==> src/rtl/ras_pkg.sv <==
// rtl/ras_pkg.sv - shared constants, FSM state and decode types for the RAS controller (RAS_CTRL_ALT_LINK_EN adds x5 as link)
package ras_pkg;

  localparam logic [6:0] OPC_JAL    = 7'b1101111;
  localparam logic [6:0] OPC_JALR   = 7'b1100111;
  localparam logic [6:0] OPC_BRANCH = 7'b1100011;

  localparam logic [4:0] LINK_X1 = 5'd1;
  localparam logic [4:0] LINK_X5 = 5'd5;

  typedef enum logic [1:0] {
    ST_RUN   = 2'd0,
    ST_PRED  = 2'd1,
    ST_GAP   = 2'd2,
    ST_FLUSH = 2'd3
  } ras_state_e;

  typedef struct packed {
    logic call;
    logic ret;
    logic branch;
  } ras_dec_t;

  function automatic logic is_link(input logic [4:0] r);
`ifdef RAS_CTRL_ALT_LINK_EN
    return (r == LINK_X1) || (r == LINK_X5);
`else
    return (r == LINK_X1);
`endif
  endfunction

endpackage

==> src/rtl/ras_predecode.sv <==
// rtl/ras_predecode.sv - combinational call/return/branch classifier for one 32-bit instruction
module ras_predecode
  import ras_pkg::*;
(
  input  logic [31:0] i_instr,
  output ras_dec_t    o_dec
);

  logic [6:0] w_opc;
  logic [4:0] w_rd;
  logic [4:0] w_rs1;
  logic       w_rd_link;
  logic       w_rs1_link;
  logic       w_unused;

  assign w_opc      = i_instr[6:0];
  assign w_rd       = i_instr[11:7];
  assign w_rs1      = i_instr[19:15];
  assign w_rd_link  = is_link(w_rd);
  assign w_rs1_link = is_link(w_rs1);
  assign w_unused   = ^{i_instr[31:20], i_instr[14:12]};

  // Link-register hint table: a JALR that writes and reads different links both pops and pushes
  always_comb begin
    o_dec = '0;
    if (w_opc == OPC_JAL) begin
      o_dec.call = w_rd_link;
    end else if (w_opc == OPC_JALR) begin
      if (w_rd_link && !w_rs1_link) begin
        o_dec.call = 1'b1;
      end else if (!w_rd_link && w_rs1_link) begin
        o_dec.ret = 1'b1;
      end else if (w_rd_link && w_rs1_link) begin
        o_dec.call = 1'b1;
        o_dec.ret  = (w_rd != w_rs1);
      end
    end else if (w_opc == OPC_BRANCH) begin
      o_dec.branch = 1'b1;
    end
  end

endmodule

==> src/rtl/ras_ctrl.sv <==
// rtl/ras_ctrl.sv - return-address-stack controller: fetch/resolve handshakes, branch counter, RAS strobes (RAS_CTRL_ALT_LINK_EN adds x5 as link)
module ras_ctrl
  import ras_pkg::*;
#(
  parameter int MAX_BRANCHES = 128,
  parameter int XLEN         = 32
) (
  input  logic            clk,
  input  logic            reset_n,
  input  logic            fetch_valid,
  output logic            fetch_ready,
  input  logic [XLEN-1:0] fetch_pc,
  input  logic [31:0]     fetch_instr,
  input  logic            resolve_valid,
  output logic            resolve_ready,
  input  logic            resolve_mispredict,
  output logic            ras_push,
  output logic            ras_pop,
  output logic            ras_branch,
  output logic            ras_close_valid,
  output logic            ras_close_invalid,
  output logic [XLEN-1:0] ras_din,
  input  logic [XLEN-1:0] ras_dout,
  input  logic            ras_empty,
  output logic            pred_valid,
  output logic [XLEN-1:0] pred_target,
  output logic            pred_empty,
  output logic            err
);

  localparam int                CNT_W   = $clog2(MAX_BRANCHES + 1);
  localparam logic [CNT_W-1:0]  CNT_MAX = CNT_W'(MAX_BRANCHES);

  ras_state_e       r_state;
  ras_state_e       w_state_nxt;
  logic [CNT_W-1:0] r_cnt;
  logic [CNT_W-1:0] w_cnt_nxt;
  logic             r_close_prev;
  logic             r_pred_empty;
  logic             r_err;

  ras_dec_t         w_dec;
  logic             w_cnt_full;
  logic             w_cnt_zero;
  logic             w_fetch_ok;
  logic             w_fetch_acc;
  logic             w_res_ok;
  logic             w_res_acc;
  logic             w_close_v;
  logic             w_close_i;

  ras_predecode u_predecode (
    .i_instr (fetch_instr),
    .o_dec   (w_dec)
  );

  assign w_cnt_full = (r_cnt == CNT_MAX);
  assign w_cnt_zero = (r_cnt == '0);

  // Resolve is blocked right after a close so two closes never land on adjacent cycles
  assign w_res_ok  = reset_n && ((r_state == ST_RUN) || (r_state == ST_PRED))
                     && !w_cnt_zero && !r_close_prev;
  assign w_res_acc = resolve_valid && w_res_ok;
  assign w_close_v = w_res_acc && !resolve_mispredict;
  assign w_close_i = w_res_acc && resolve_mispredict;

  // Fetch acceptance and next state; a mispredict wins over everything and flushes
  always_comb begin
    w_fetch_ok  = 1'b0;
    w_state_nxt = ST_RUN;
    case (r_state)
      ST_RUN, ST_GAP: w_fetch_ok = !(w_cnt_full && w_dec.branch) && !w_close_i;
      default:        w_fetch_ok = 1'b0;
    endcase
    w_fetch_ok  = w_fetch_ok && reset_n;
    w_fetch_acc = fetch_valid && w_fetch_ok;
    if (w_close_i) begin
      w_state_nxt = ST_FLUSH;
    end else if (w_fetch_acc && w_dec.ret) begin
      w_state_nxt = ST_PRED;
    end else if (w_close_v) begin
      w_state_nxt = ST_GAP;
    end
  end

  // Outstanding-branch count: saturating by construction since fetch stalls at the limit
  always_comb begin
    w_cnt_nxt = r_cnt;
    if (w_close_i) begin
      w_cnt_nxt = '0;
    end else if (w_fetch_acc && w_dec.branch && !w_close_v) begin
      w_cnt_nxt = r_cnt + 1'b1;
    end else if (w_close_v && !(w_fetch_acc && w_dec.branch)) begin
      w_cnt_nxt = r_cnt - 1'b1;
    end
  end

  // State, counter, close history, registered empty flag and sticky error
  always_ff @(posedge clk or negedge reset_n) begin
    if (!reset_n) begin
      r_state      <= ST_RUN;
      r_cnt        <= '0;
      r_close_prev <= 1'b0;
      r_pred_empty <= 1'b0;
      r_err        <= 1'b0;
    end else begin
      r_state      <= w_state_nxt;
      r_cnt        <= w_cnt_nxt;
      r_close_prev <= w_close_v;
      if (ras_pop) begin
        r_pred_empty <= ras_empty;
      end
      if (resolve_valid && w_cnt_zero) begin
        r_err <= 1'b1;
      end
    end
  end

  assign fetch_ready       = w_fetch_ok;
  assign resolve_ready     = w_res_ok;
  assign ras_push          = w_fetch_acc && w_dec.call;
  assign ras_pop           = w_fetch_acc && w_dec.ret;
  assign ras_branch        = w_fetch_acc && w_dec.branch;
  assign ras_close_valid   = w_close_v;
  assign ras_close_invalid = w_close_i;
  assign ras_din           = fetch_pc + XLEN'(4);

  // Top-of-stack data arrives one cycle after the pop, i.e. in the PRED cycle
  assign pred_valid  = (r_state == ST_PRED) && !w_close_i;
  assign pred_empty  = r_pred_empty;
  assign pred_target = (pred_valid && !r_pred_empty) ? ras_dout : '0;
  assign err         = r_err;

endmodule
==> config.mk <==
export PLATFORM = sky130hd
export DESIGN_NAME = ras_ctrl
export DESIGN_NICKNAME = d
export VERILOG_FILES = /design/src/rtl/ras_pkg.sv /design/src/rtl/ras_predecode.sv /design/src/rtl/ras_ctrl.sv
export SDC_FILE = /design/constraint.sdc
export NUM_CORES = 1
export LEC_CHECK = 0
export ABC_AREA = 1
export BUFFER_PORTS_ARGS = -buffer_cell sky130_fd_sc_hd__buf_2
export CAP_MARGIN = 10
export CORE_MARGIN = 1
export CORE_UTILIZATION = 40
export CTS_CLUSTER_SIZE = 8
export DETAILED_ROUTE_END_ITERATION = 16
export PLACE_DENSITY = 0.82
export SYNTH_ARGS = -nofsm -noshare
export SYNTH_HDL_FRONTEND = slang
export SYNTH_HIERARCHICAL = 1
export SYNTH_SLANG_ARGS = --single-unit
==> constraint.sdc <==
create_clock -name clk -period 2.86 [get_ports clk]
set_input_delay 0.429 -clock clk [delete_from_list [all_inputs] [get_ports clk]]
set_output_delay 0.429 -clock clk [all_outputs]
set_load 0.02 [all_outputs]
==> flow_summary.toml, run 1 <==
[drt]
wl_met2_um = 3490
wl_per_cell_um = 12.4
drt-total-wl_um = 7040
wl_met1_um = 2810
drtAntennaViolNets = 0
drcViolationCount = 0
wl_met3_um = 500
drt_pass1_iterations = 4
topRoutingLayerUsed = "met4"
drtIter0Drc = 73
viasPerCell = 4.76
vias = 2706

[floorplan]
initial_utilization_pct = 42.3
core_um2 = 5200
num_io_pins = 176
die_h_um = 76.2
dieArea_um2 = 5810
num_rows = 26
die_x_um = 76.2

[place]
place_congestion = 0.970
hpwl_um = 6110
dp.cells = 564
numPortBuffers = 156

[finish]
n_fill_cell = 493
stdcell_count = 568
area_growth_pct = 43.8
n_antenna_cell = 0
fin_nets = 609
drive_above_1_share_pct = 46.0

[sta]
worst_slew_pin_slew_ns = 0.394
rsz0062_at_grt = "false"
slew_viol_final = 0
final.min_clock_period_ns = 2.66
hold_ws_ns = 0.123
setup_viol = 0
fin_skew_ns = 0.00133
period_share_pct = 93.0
hold_violations = 0
slew-limit-headroom_pct = 73.5
fmax_mhz = 376
tns_ns = 0

[hold_path]
min_path_type = "input port to asynchronous set/reset pin"

[yosys]
yosysWarnings = 6
syn_inst = 334
ys_types = 38
syn_area_um2 = 2200
syn_avg_cell_area_um2 = 6.59
ys_seq_area_share_pct = 14.8
syn_nets = 444
synth-seq-cells = 13

[critical_path]
reg2reg_slack_ns = 0.20
cp-end-kind = "register"
startpoint_type = "register"
r2r-start = "r_cnt[0]$_DFFE_PN0P_"
setup.worst_path.class = "register to register"
critPathRequiredTime_ns = 2.98
reg2reg_depth = 16
worstPathArrival_ns = 2.78
cp-startpoint = "r_cnt[0]$_DFFE_PN0P_"
regToRegEndpoint = "r_cnt[6]$_DFFE_PN0P_"
critPathMaxFanout = 7

[cts]
path_clk_slew_ns = 0.06
insertion_delay_ns = 0.24
hold_buffers = 0
cts_tree = "yes"
root_buffer = "clkbuf_8"
clkSinkCount = 13
cts_htree_levels = 1
numCtsBuffers = 3
cts_max_path_buffers = 2

[global_route]
grt-ovfl-total = 0
track_usage_pct = 23.5
grt_pass1_vias = 2451
grt_max_degree = 33
antenna_found_initial = 0
grt_pass1_wl_um = 11100

[status]
status = "complete, no violations"

[pwr]
p_per_area_nw_per_um2 = 438
cellLeakagePower_nw = 1.88
vdd_drop_max_mv = 0.323

[run]
maxCapViolations = 0
-- logic make-up after synthesis --
| family | share of synthesized area (%) |
|---|---|
| AND/OR/NAND/NOR | 43.2 |
| buffers and inverters | 15.2 |
| XOR/XNOR | 13.5 |
| AO/OA/AOI/OAI | 8.52 |
| flip-flops | 14.8 |
| adder cells (fa/ha/maj) | 4.89 |
-- report_power, final --
part | total [mW] | internal, mW | switching [mW]
combinational | 0.904 | 0.387 | 0.517
clock | 0.168 | 0.0985 | 0.0693
sequential | 0.316 | 0.248 | 0.0677
-- sequential cells by signal, indices dropped and copies added (netlist names) --
| name | count |
|---|---|
| r_close_prev | 1 |
| r_cnt | 8 |
| pred_empty | 1 |
| r_state | 2 |
| err | 1 |
-- cell usage after synthesis --
cell      instances  share of area, %
inv_1            67                11
nor2_1           53               9.0
nand2_1          52               8.9
xor2_1           21               8.4
nand3_1          18               4.1
inv_2            14               2.4
dfrtp_1          13                15
xnor2_1          11               4.4
a21oi_1           7               1.6
ha_1              7               4.0
nor2_4            7               3.6
o21ai_0           6               1.4
o22ai_2           6               3.4
nand2_2           5               1.4
nor2_2            5               1.4
nand3_2           4               1.8
nand4_1           4               1.1
buf_2             3              0.68
nand4_4           3               2.9
nor3_1            3              0.68
nor3_2            3               1.4
buf_4             2              0.68
nand2_4           2               1.0
nand2_8           2               1.8
nor3_4            2               1.5
nor4_1            2              0.57
a21boi_1          1              0.34
a21boi_2          1              0.51
a31o_2            1              0.40
a31oi_1           1              0.28
fa_1              1              0.91
nand3_4           1              0.80
nand3b_1          1              0.34
nor3b_2           1              0.57
o21ai_1           1              0.23
o21ai_2           1              0.40
or2_0             1              0.28
xnor2_2           1              0.74
-- cell usage in the layout, fill, tap and decap left out, types with 4 or more instances in the layout --
| cell type | instances |
|---|---|
| o21ai_0 | 6 |
| nand2_1 | 52 |
| a21oi_1 | 7 |
| nor2_1 | 52 |
| buf_2 | 156 |
| dfrtp_1 | 13 |
| nor2_2 | 5 |
| nand3_1 | 18 |
| buf_4 | 9 |
| nand2_2 | 5 |
| nor2_4 | 8 |
| inv_2 | 14 |
| inv_1 | 67 |
| ha_1 | 7 |
| xor2_1 | 21 |
| o22ai_2 | 6 |
| nand3_2 | 4 |
| nand4_1 | 4 |
| xnor2_1 | 11 |
-- metal layers --
| layer | GRT usage [%] | vias up |
|---|---|---|
| li1 | - | 1349 |
| met1 | 26.5 | 1209 |
| met2 | 44.1 | 121 |
| met3 | 4.31 | 27 |
| met4 | 8.27 | 0 |
| met5 | 0 | - |
-- worst max path at each step --
stage,end,slack (ns)
finish,r_cnt[6]$_DFFE_PN0P_,0.20
floorplan,r_cnt[6]$_DFFE_PN0P_,0.08
detailed placement,r_cnt[6]$_DFFE_PN0P_,-0.03
global placement,r_cnt[6]$_DFFE_PN0P_,0.04
global route,r_cnt[6]$_DFFE_PN0P_,0.02
CTS,r_cnt[6]$_DFFE_PN0P_,0.21
-- critical path, stage by stage (launching register included) --
cell,delay [ns]
dfrtp_1,0.44
inv_2,0.10
nand2_2,0.06
nor2_4,0.15
nand2_2,0.08
nand4_4,0.12
nand3_4,0.12
nor2_4,0.14
nand2_4,0.10
ha_1,0.36
a21oi_1,0.15
o21ai_0,0.15
nand2_1,0.09
nand2_1,0.05
a21oi_1,0.15
xor2_1,0.19
o22ai_2,0.10
-- final cells by class --
type                    count  area (um2)  share of cell area (%)
multi-input cells         235        1560                    49.2
repair buffers            165         848                    26.8
flip-flops and latches     13         325                    10.3
inverters                  81         304                    9.60
well taps                  70        87.6                    2.77
clock buffers               4        45.0                    1.42
-- through the flow --
stage                     instance area [um2]  setup WS, ns  utilization (%)  total power, mW
final                                    3170         0.199             60.8             1.39
after global routing                     3170        0.0219             60.8             1.50
after CTS                                3160         0.214             60.7             1.39
after detailed placement                 3110       -0.0253             59.8             1.21
after global placement                   3110        0.0399             59.8             1.18
after floorplan                          2210        0.0834                -            0.967
-- repair_timing --
| item | in CTS | in global routing |
|---|---|---|
| buffers inserted | 0 | 0 |
| endpoints found under the setup margin | 0 | 1 |
| resized for setup | 0 | 2 |
No activity file was read; power rests on OpenSTA's default activity.
==> run 2: changes to the inputs <==
--- a/config.mk
+++ b/config.mk
@@ -5,14 +5,13 @@
 export SDC_FILE = /design/constraint.sdc
 export NUM_CORES = 1
 export LEC_CHECK = 0
-export ABC_AREA = 1
 export BUFFER_PORTS_ARGS = -buffer_cell sky130_fd_sc_hd__buf_2
 export CAP_MARGIN = 10
 export CORE_MARGIN = 1
-export CORE_UTILIZATION = 40
+export CORE_UTILIZATION = 38
 export CTS_CLUSTER_SIZE = 8
 export DETAILED_ROUTE_END_ITERATION = 16
-export PLACE_DENSITY = 0.82
+export PLACE_DENSITY = 0.83
 export SYNTH_ARGS = -nofsm -noshare
 export SYNTH_HDL_FRONTEND = slang
 export SYNTH_HIERARCHICAL = 1
==> flow_summary.toml, run 2 <==
[drt]
drcViolationCount = 0
viasPerCell = 5.01
drtIter0Drc = 90
vias = 2457
drtAntennaViolNets = 0
drt-total-wl_um = 6950
wl_per_cell_um = 14.2
drt_pass1_iterations = 4

[sta]
rsz0062_at_grt = "true"
fmax_mhz = 351
slew-limit-headroom_pct = 48.6
hold_violations = 0
final.min_clock_period_ns = 2.85
setup_viol = 0
worst_slew_pin_slew_ns = 0.771
period_share_pct = 99.6
fin_skew_ns = 0.00975
tns_ns = 0
slew_viol_final = 0

[finish]
fin_nets = 534
final_cell_mix = "buf_2, buf_4, and2_2"
n_antenna_cell = 0
top_register = "r_cnt"
drive_above_1_share_pct = 55.8
final_common_cell = "buf_2"
largest_register_ffs = 8
final_util_pct = 65.8
reg.largest.list = "r_cnt (8), r_state (2)"
area_growth_pct = 66.2
n_fill_cell = 419
finalInstanceArea_um2 = 3130

[critical_path]
startpoint_type = "register"
critPathTopFamily = "simple AND/OR/NAND/NOR gates"
critPathRequiredTime_ns = 3.05
slowest_delay_ns = 0.57
regToRegEndpoint = "r_cnt[7]$_DFFE_PN0P_"
reg2reg_depth = 10
cp-end-kind = "register"
slowest_stage = "or4_4"
cp-startpoint = "r_cnt[4]$_DFFE_PN0P_"
worstPathArrival_ns = 3.04
path_buf_inv = 1
setup.worst_path.class = "register to register"
crit_chain = "or4_4, nor2_1, o21ai_4, ha_1, o21ai_0, a21oi_1, o31ai_2, buf_4, or4_1, nand4_1"
crit_end = "r_cnt[7]$_DFFE_PN0P_"
path_depth = 10
critPathMaxFanout = 8
reg2reg_slack_ns = 0.01
r2r-start = "r_cnt[4]$_DFFE_PN0P_"

[cts]
cts_htree_levels = 1
insertion_delay_ns = 0.26
path_clk_slew_ns = 0.07
clkSinkCount = 13
cts_tree = "yes"
root_buffer = "clkbuf_8"
numCtsBuffers = 3
hold_buffers = 0
cts_max_path_buffers = 2

[pwr]
p_per_area_nw_per_um2 = 564
cellLeakagePower_nw = 1.64
vdd_drop_max_mv = 0.587

[floorplan]
num_rows = 25
die_h_um = 72.4
dieArea_um2 = 5240
core_um2 = 4750
num_io_pins = 176
die_x_um = 72.4
initial_utilization_pct = 39.6

[yosys]
ys.flop_type = "dfrtp_1"
yosys.area.top_type = "dfrtp_1"
synthArstFlopShare_pct = 100
synth_edf_count = 0
syn_avg_cell_area_um2 = 7.85
syn_area_um2 = 1880
synth_common_cells = "and2_2, nand2_1, nor2_1, xor2_1, xnor2_1"
yosysWarnings = 6
syn_inst = 240
synth-seq-cells = 13
yosysMostFrequentCell = "and2_2"
ys_types = 54
synth_top_area_share_pct = 17.3
syn_nets = 350
ys_seq_area_share_pct = 17.3
synthTopCellsByArea = "dfrtp_1, and2_2, xor2_1, xnor2_1, ha_1"

[global_route]
grt_max_degree = 33
track_usage_pct = 24.4
grt_pass1_wl_um = 10100
antenna_found_initial = 0
grt-ovfl-total = 0
grt_pass1_vias = 2121

[place]
placed_cell_area_um2 = 2940
hpwl_um = 5630
place_congestion = 0.844
numPortBuffers = 156

[hold_path]
min_path_type = "input port to asynchronous set/reset pin"

[run]
maxCapViolations = 0

[status]
status = "complete, no violations"
-- run 2: per-stage QoR --
step                      power (mW)  setup slack, ns  hold WS [ns]  instances
after floorplan                0.943          -0.0149         0.133        240
after global placement          1.34           -0.201         0.391        484
after detailed placement        1.38           -0.328         0.396        484
after CTS                       1.57           0.0192         0.127        488
after global routing            1.90           -0.109         0.146        490
final                           1.77           0.0115         0.121        490
-- run 2: how the worst min path moves through the flow --
| stage | start | to | depth (start not counted) |
|---|---|---|---|
| after global routing | reset_n | r_cnt[2]$_DFFE_PN0P_ | 2 |
| after CTS | reset_n | r_cnt[2]$_DFFE_PN0P_ | 2 |
| after floorplan | reset_n | err$_DFFE_PN0P_ | 0 |
| final | reset_n | r_cnt[2]$_DFFE_PN0P_ | 2 |
| after global placement | reset_n | err$_DFFE_PN0P_ | 2 |
| after detailed placement | reset_n | err$_DFFE_PN0P_ | 2 |
-- run 2: layout make-up --
class / count / area, um2 / share of cell area (%)
tap: 67 / 83.8 / 2.68
inverter: 9 / 33.8 / 1.08
sequential: 13 / 325 / 10.4
multi-input combinational: 212 / 1620 / 51.7
timing repair buffer: 185 / 1020 / 32.7
clock buffer: 4 / 45.0 / 1.44
-- run 2: per-layer routing --
layer  GRT usage [%]  vias up  routed length (um)
met1            35.1     1130                3070
met2            40.4       97                3470
met5               0        -                   0
li1                -     1225                   -
met3            1.53        5                 372
met4            4.36        0                  40
-- run 2: timing repair --
item,4_1_cts,5_1_grt
hold endpoints to repair,0,0
endpoints found under the setup margin,2,12
pin swaps,0,4
resized for setup,3,23
setup buffers,0,2
-- run 2: worst reg2reg max path, stage by stage (launching register included) --
cell	delay, ns
dfrtp_1	0.45
or4_4	0.57
nor2_1	0.27
o21ai_4	0.17
ha_1	0.33
o21ai_0	0.09
a21oi_1	0.18
o31ai_2	0.09
buf_4	0.15
or4_1	0.40
nand4_1	0.08
-- run 2: power breakdown --
group,switching (mW),leakage [nW],internal (mW)
clock network,0.0770,0.0228,0.0989
logic,0.622,1.45,0.632
registers,0.0892,0.166,0.247
total,0.789,1.64,0.978
-- run 2: kinds of logic (layout without fill, tap and decap cells) --
family | Yosys count | after routing | share of synthesized area, %
AND/OR/NAND/NOR | 134 | 134 | 44.1
AO/OA/AOI/OAI | 36 | 36 | 13.4
XOR/XNOR | 33 | 33 | 15.3
buffers and inverters | 15 | 198 | 3.59
flip-flops | 13 | 13 | 17.3
adder cells (fa/ha/maj) | 8 | 8 | 5.71
multiplexers | 1 | 1 | 0.598
